$ cat src/rtl/ball_matcher.sv
// Greedy per-frame ball-to-candidate matcher wrapped around an external 7-way minimum stage.
// Each ball issues masked Manhattan distances, waits for the stage, then claims the returned candidate.
module ball_matcher #(
  parameter int X_WIDTH     = 11,
  parameter int Y_WIDTH     = 10,
  parameter int MIN_LATENCY = 2,
  parameter int DIST_SAT    = 510
) (
  input  logic                          clk_in,
  input  logic                          rst_n_in,
  input  logic                          start_in,
  input  logic [6:0][X_WIDTH-1:0]       ball_x_in,
  input  logic [6:0][Y_WIDTH-1:0]       ball_y_in,
  input  logic [2:0]                    ball_count_in,
  input  logic [6:0][X_WIDTH-1:0]       cand_x_in,
  input  logic [6:0][Y_WIDTH-1:0]       cand_y_in,
  input  logic [2:0]                    cand_count_in,
  output logic [6:0][8:0]               vals_out,
  output logic [2:0]                    max_out,
  input  logic [2:0]                    min_index_in,
  output logic [6:0][2:0]               assign_out,
  output logic [6:0]                    assign_valid_out,
  output logic                          busy_out,
  output logic                          done_out,
  output logic [2:0]                    state_out
);

  typedef enum logic [2:0] {
    S_IDLE    = 3'd0,
    S_ISSUE   = 3'd1,
    S_WAIT    = 3'd2,
    S_CAPTURE = 3'd3,
    S_DONE    = 3'd4
  } state_t;

  // WAIT is left on the cycle whose count equals WAIT_LAST, giving MIN_LATENCY-1 WAIT cycles.
  localparam int WAIT_LAST = (MIN_LATENCY > 1) ? MIN_LATENCY - 2 : 0;

  state_t state_q, state_d;

  logic [6:0][X_WIDTH-1:0] bx_q, cx_q;
  logic [6:0][Y_WIDTH-1:0] by_q, cy_q;
  logic [2:0]              ball_cnt_q, cand_cnt_q;
  logic [6:0]              used_q;
  logic [2:0]              b_q;
  logic [3:0]              wait_cnt_q;
  logic [6:0][2:0]         assign_q;
  logic [6:0]              valid_q;

  logic       used_full;
  logic       last_ball;
  logic       active;
  logic [11:0] dx, dy, sum, ax, ay, cxv, cyv;
  logic [8:0]  d;

  function automatic logic [3:0] popcount7(input logic [6:0] v);
    logic [3:0] c;
    c = 4'd0;
    for (int k = 0; k < 7; k++) c = c + {3'd0, v[k]};
    return c;
  endfunction

  assign used_full = popcount7(used_q) >= {1'b0, cand_cnt_q};
  assign last_ball = (b_q == ball_cnt_q - 3'd1);
  assign active    = (state_q == S_ISSUE) || (state_q == S_WAIT) || (state_q == S_CAPTURE);

  // State register
  always_ff @(posedge clk_in or negedge rst_n_in) begin
    if (!rst_n_in) state_q <= S_IDLE;
    else           state_q <= state_d;
  end

  // Next-state logic
  always_comb begin
    state_d = state_q;
    case (state_q)
      S_IDLE: begin
        if (start_in) state_d = (ball_count_in == 3'd0) ? S_DONE : S_ISSUE;
      end
      S_ISSUE: begin
        if (used_full)             state_d = last_ball ? S_DONE : S_ISSUE;
        else if (MIN_LATENCY > 1)  state_d = S_WAIT;
        else                       state_d = S_CAPTURE;
      end
      S_WAIT: begin
        if (wait_cnt_q == WAIT_LAST[3:0]) state_d = S_CAPTURE;
      end
      S_CAPTURE: state_d = last_ball ? S_DONE : S_ISSUE;
      S_DONE:    state_d = S_IDLE;
      default:   state_d = S_IDLE;
    endcase
  end

  // Frame datapath: latched inputs, used mask, ball pointer and results
  always_ff @(posedge clk_in or negedge rst_n_in) begin
    if (!rst_n_in) begin
      bx_q       <= '0;
      by_q       <= '0;
      cx_q       <= '0;
      cy_q       <= '0;
      ball_cnt_q <= '0;
      cand_cnt_q <= '0;
      used_q     <= '0;
      b_q        <= '0;
      wait_cnt_q <= '0;
      assign_q   <= '0;
      valid_q    <= '0;
    end else begin
      case (state_q)
        S_IDLE: begin
          if (start_in) begin
            bx_q       <= ball_x_in;
            by_q       <= ball_y_in;
            cx_q       <= cand_x_in;
            cy_q       <= cand_y_in;
            ball_cnt_q <= ball_count_in;
            cand_cnt_q <= cand_count_in;
            used_q     <= '0;
            b_q        <= '0;
            valid_q    <= '0;
          end
        end
        S_ISSUE: begin
          wait_cnt_q <= '0;
          if (used_full) begin
            valid_q[b_q] <= 1'b0;
            b_q          <= b_q + 3'd1;
          end
        end
        S_WAIT: wait_cnt_q <= wait_cnt_q + 4'd1;
        S_CAPTURE: begin
          assign_q[b_q] <= min_index_in;
          valid_q[b_q]  <= 1'b1;
          if (min_index_in != 3'd7) used_q[min_index_in] <= 1'b1;
          b_q <= b_q + 3'd1;
        end
        default: ;
      endcase
    end
  end

  // Masked, saturated Manhattan distances from the current ball to every candidate
  always_comb begin
    vals_out = '0;
    ax  = 12'(bx_q[b_q]);
    ay  = 12'(by_q[b_q]);
    cxv = '0;
    cyv = '0;
    dx  = '0;
    dy  = '0;
    sum = '0;
    d   = '0;
    for (int i = 0; i < 7; i++) begin
      cxv = 12'(cx_q[i]);
      cyv = 12'(cy_q[i]);
      dx  = (ax >= cxv) ? ax - cxv : cxv - ax;
      dy  = (ay >= cyv) ? ay - cyv : cyv - ay;
      sum = dx + dy;
      d   = (sum > 12'(DIST_SAT)) ? 9'(DIST_SAT) : sum[8:0];
      if ((3'(i) >= cand_cnt_q) || used_q[i]) d = 9'd511;
      if (active) vals_out[i] = d;
    end
  end

  assign max_out          = cand_cnt_q;
  assign assign_out       = assign_q;
  assign assign_valid_out = valid_q;
  assign busy_out         = active;
  assign done_out         = (state_q == S_DONE);
  assign state_out        = state_q;

endmodule

$ cat config.mk
export PLATFORM = sky130hd
export DESIGN_NAME = ball_matcher
export DESIGN_NICKNAME = d
export VERILOG_FILES = /design/src/rtl/ball_matcher.sv
export SDC_FILE = /design/constraint.sdc
export NUM_CORES = 2
export LEC_CHECK = 0
export BUFFER_PORTS_ARGS = -buffer_cell sky130_fd_sc_hd__clkbuf_2
export CAP_MARGIN = 40
export CORE_MARGIN = 3
export CORE_UTILIZATION = 45
export CTS_CLUSTER_DIAMETER = 30
export DETAILED_ROUTE_END_ITERATION = 6
export PLACE_DENSITY = 0.71
export SLEW_MARGIN = 30
export SYNTH_ARGS = -nofsm -noshare
export SYNTH_HDL_FRONTEND = slang
export SYNTH_SLANG_ARGS = --single-unit
export TNS_END_PERCENT = 100
$ cat constraint.sdc
create_clock -name clk_in -period 16.1 [get_ports clk_in]
set_input_delay 2.415 -clock clk_in [delete_from_list [all_inputs] [get_ports clk_in]]
set_output_delay 2.415 -clock clk_in [all_outputs]
set_load 0.02 [all_outputs]
After elaboration in Yosys (flattened, before gate mapping)
Index checks and enable logic that the tools add are counted.

Multiplexer cells: 61. Equal/unequal tests: 10. Bitwise gates (word level): 4. Shifts and indexed selects: 0. $lt $le $gt $ge: 33. Divide/modulo/power cells: 0. Multipliers: 0. Reduce and logical (&&, ||, !) cells: 21. $add $sub $neg: 44.

Operator list (number): 2-to-1 mux 9 bit (21); 2-to-1 mux 12 bit (14); subtractor 11 x 11 -> 12 bit (14); subtractor 10 x 10 -> 11 bit (14); adder 12 bit (7); greater-than comparator 12 x 9 -> 1 bit, second input constant (7); greater-or-equal comparator 11 bit (7); greater-or-equal comparator 10 bit (7); binary-select mux 11 bit (select 3 bit) (1); binary-select mux 10 bit (select 3 bit) (1); 2-to-1 mux 3 bit (8); bitwise mux 21 bit (1); 2-to-1 mux 7 bit (3); case mux 7 bit (3 select lines) (1); bitwise OR 7 bit (2); case mux 7 bit (2 select lines) (1); adder 4 x 1 -> 4 bit (3); case mux 3 bit (4 select lines) (1); 2-to-1 mux 11 bit (1); 2-to-1 mux 10 bit (1); demux 3 bit (select 3 bit) (1); greater-or-equal comparator 3 bit, first input constant (3); logical OR 1 bit (9); case mux 3 bit (3 select lines) (1); other kinds (30) (44).

Input bits: 306. Bits in latches: 0. Bits in writable memories: 0. Memories kept: 0. Bits in read-only memories: 0. Register bits after elaboration: 345.

Logic depth before layout (Yosys ltp)
Word-level depth: 9. Mapped depth: 30.

Worst setup path after synthesis
OpenSTA, ideal clock, no wires.

Kind: reg-to-output. Start point: register b_q[1]. End point: output port vals_out[19] (netlist bit). Data required time: 13.685 ns. Stages on the path, launching flop included: 24. Arrival: 8.026 ns. Buffers on the path: 3. Path slack: 5.659 ns. Cell sequence: dfrtp_1 > clkbuf_1 > clkbuf_1 > mux2i_1 > o21ai_0 > a221o_1 > a221oi_1 > inv_1 > ha_1 > nand2b_1 > a21oi_1 > o41ai_1 > a22oi_1 > clkbuf_1 > mux2_2 > fa_1 > a21o_1 > a21oi_1 > xor2_1 > or4_1 > or4_1 > o31ai_1 > nor4_4 > a21oi_1.

RTL lines: from (decl) (line 45) `logic [2:0] b_q;`; from (signal assigned) (line 127) `b_q <= b_q + 3'd1;`; from (signal assigned) (line 135) `b_q <= b_q + 3'd1;`; to (decl) (line 18) `output logic [6:0][8:0] vals_out,`.

==> impl_metrics.toml <==
[status]
status = "finished clean"

[floorplan]
rows = 97
die_height_um = 272
dieArea_mm2 = 0.0741
design.core.area_mm2 = 0.0701
start_util = 0.455
ios = 405
fp.dieW_um = 272

[placement]
io_buffer_count = 404
placed_area_mm2 = 0.0349
dp_hpwl_um = 88100
gp_congestion = 0.975

[clocking]
cts_tree = "yes"
cts_resized = 0
post-cts-setup-buffers = 0
numCtsBuffers = 92
holdBufCountCts = 0
clk_latency_ns = 0.67
cts-root-buf = "clkbuf_16"
clk_pin_slew_ns = 0.05
h-tree-depth = 3
cts.sinks = 345
clock_path_buffers = 3

[timing]
rsz0062_at_grt = "false"
layout_min_cycle_time_ns = 12.71
timing.fmax_mhz = 78.7
relSlewSlack = 0.383
skew_ns = 0.0846
report.final.slew_viol_count = 0
finalHoldViolCount = 0
worst_slew_pin_slew_ns = 0.922
setup_violations = 0
tns_ns = 0
fin_crit_sh = 0.789

[critical_path]
rr_worst_depth = 13
worst_setup_path_start_kind = "flop"
worstPathArrival_ns = 10.29
crit_start = "b_q[0]"
crit_type = "reg2out"
cp_data_required_time_ns = 13.69
setup.worst_path.end_class = "output port"
worstPathMaxFanout = 21
crit_end = "vals_out[42]"
r2r-end = "assign_valid_out[1]"
ff2ff_setup_slack_ns = 11.90
r2r-start = "used_q[3]"

[logic_synthesis]
synth_seq_cells = 345
synth_top_area_frac = 0.271
synth_area_mm2 = 0.0319
postSynthCellCount = 3969
synth_area_leaders = "dfrtp_1 27%, ha_1 15%, nand2_1 8.9%"
ys_async_sr_fraction = 1.00
avgSynthCellArea_um2 = 8.04
synth_cell_types = 97
synth_top_area_cell = "dfrtp_1"
ys_warn_count = 0
ys_seq_area_frac = 0.271
synth_edf_count = 0
yosys_most_used_dff = "dfrtp_1"
synth_nets = 4692

[drt]
first_pass_iters = 6
drtAntennaViolNets = 0
drt_iter0_markers = 2624
vias = 30700
drc = 0
routed_wl_um = 115000
viasPerCell = 5.73
wl_per_cell_um = 21.4

[final_layout]
final_cell_area_mm2 = 0.0383
final_layout_size_suffix_gt1_frac = 0.164
multi_input_area_mm2 = 0.0215
fillers = 6640
utilization = 0.546
nNetsFinal = 5061
area_growth_pct = 20.0
ff_latch_area_mm2 = 0.00863

[grt]
grt_pass1_vias = 29900
grt_util_all_layers = 0.300
grt_max_degree = 215
grt_pass1_wl_um = 173000
antenna_found_initial = 8
grt_overflow = 0

[min_path]
hold_class = "reg2reg"
holdPathStages = 2

[job]
drv_cap = 0
[sequential cells by signal, summed over array words and instances (netlist names)]
signal            cells
bx_q                 77
cx_q                 77
by_q                 70
cy_q                 70
assign_out           21
assign_valid_out      7
used_q                7
wait_cnt_q            4
b_q                   3
ball_cnt_q            3
max_out               3
state_out             3
[layout make-up]
type | count | share of cell area
antenna | 5 | 0.000327
clock buffer | 116 | 0.0651
clock inverter | 56 | 0.0213
inverter | 309 | 0.0303
multi-input combinational | 3135 | 0.560
sequential | 345 | 0.225
tap | 940 | 0.0307
timing repair buffer | 455 | 0.0664
[critical path: stages, from the launching register on]
cell	delay (ns)
dfrtp_1	0.83
clkinv_1	0.72
nor2_1	0.43
and2_1	0.74
a22o_1	0.26
nor2_1	0.05
o21a_1	0.31
inv_1	0.47
ha_1	0.42
and4_1	0.22
a211o_1	0.30
a2111o_1	0.48
a21oi_2	0.61
mux2i_1	0.24
a221o_1	0.33
a221oi_1	0.30
xnor2_1	0.22
ha_1	0.34
nand2_1	0.08
nor2_1	0.04
a221oi_1	0.57
mux2i_1	0.17
a2111oi_0	0.53
nand2_1	0.17
nor2_1	0.36
a41oi_1	0.19
clkbuf_2	0.20
[cell usage after synthesis (all sizes together), types with 11 or more instances]
library cell  number
nand2            760
a41oi             11
nor4              16
fa                39
xnor2            102
and2              19
and4              14
nand2b            27
o211ai            26
a21o             127
mux2i             86
inv              308
a221oi            24
mux2              64
dfrtp            345
o21bai            31
buf               26
and3              15
ha               378
nor2             202
xor2              66
o21ai            325
nor2b             27
a31oi             47
a22oi             13
nor3              60
nand3             43
a211oi            51
a21boi            13
clkbuf           154
a22o              18
o21a              38
nand4             24
a21oi            287
o31ai             15
[per-layer routing]
metal | share of wire | vias up | GRT usage
li1 | - | 14600 | -
met4 | 0.057 | 8 | 0.160
met5 | 0.00055 | - | 0
met3 | 0.070 | 263 | 0.0564
met1 | 0.41 | 14600 | 0.381
met2 | 0.46 | 1152 | 0.485
[logic make-up (layout without fill, tap and decap cells)]
family / count (synthesis) / count (layout) / share of synthesized area
flops: 345 / 345 / 0.271
fa+ha+maj: 417 / 417 / 0.173
mux: 151 / 151 / 0.0503
buf+inv: 489 / 936 / 0.0592
simple gates: 1256 / 1256 / 0.172
other cells: 0 / 5 / 0
compound gates: 1139 / 1139 / 0.226
xor+xnor: 172 / 172 / 0.0492
[layout by cell type, fill, tap and decap left out, types with 43 or more instances in the layout]
master	count
a21oi_1	285
nand3_1	43
inv_1	307
nand2_1	760
nor2_1	201
xnor2_1	101
o21ai_0	324
xor2_1	66
ha_1	378
nor3_1	57
dfrtp_1	345
clkbuf_16	92
a21o_1	125
mux2i_1	86
clkbuf_2	403
a31oi_1	46
mux2_2	64
a211oi_1	51
[how the worst min path moves through the flow]
stage	from	slack, ns	to
floorplan	bx_q[61]	0.44	bx_q[61]
global placement	by_q[48]	0.46	by_q[48]
detailed placement	by_q[40]	0.46	by_q[40]
CTS	by_q[40]	0.47	by_q[40]
global route	by_q[28]	0.49	by_q[28]
finish	by_q[40]	0.47	by_q[40]
[stage by stage]
stage	setup WS, ns	cells	hold slack (ns)
2_1_floorplan	5.66	3969	0.440
3_3_place_gp	4.57	5173	0.456
3_5_place_dp	4.30	5179	0.462
4_1_cts	3.52	5351	0.474
5_1_grt	2.68	5356	0.493
6_report	3.39	5361	0.472
Power is not shown: default switching activity piles up to over one toggle a cycle in this logic, so the estimate is an artifact.
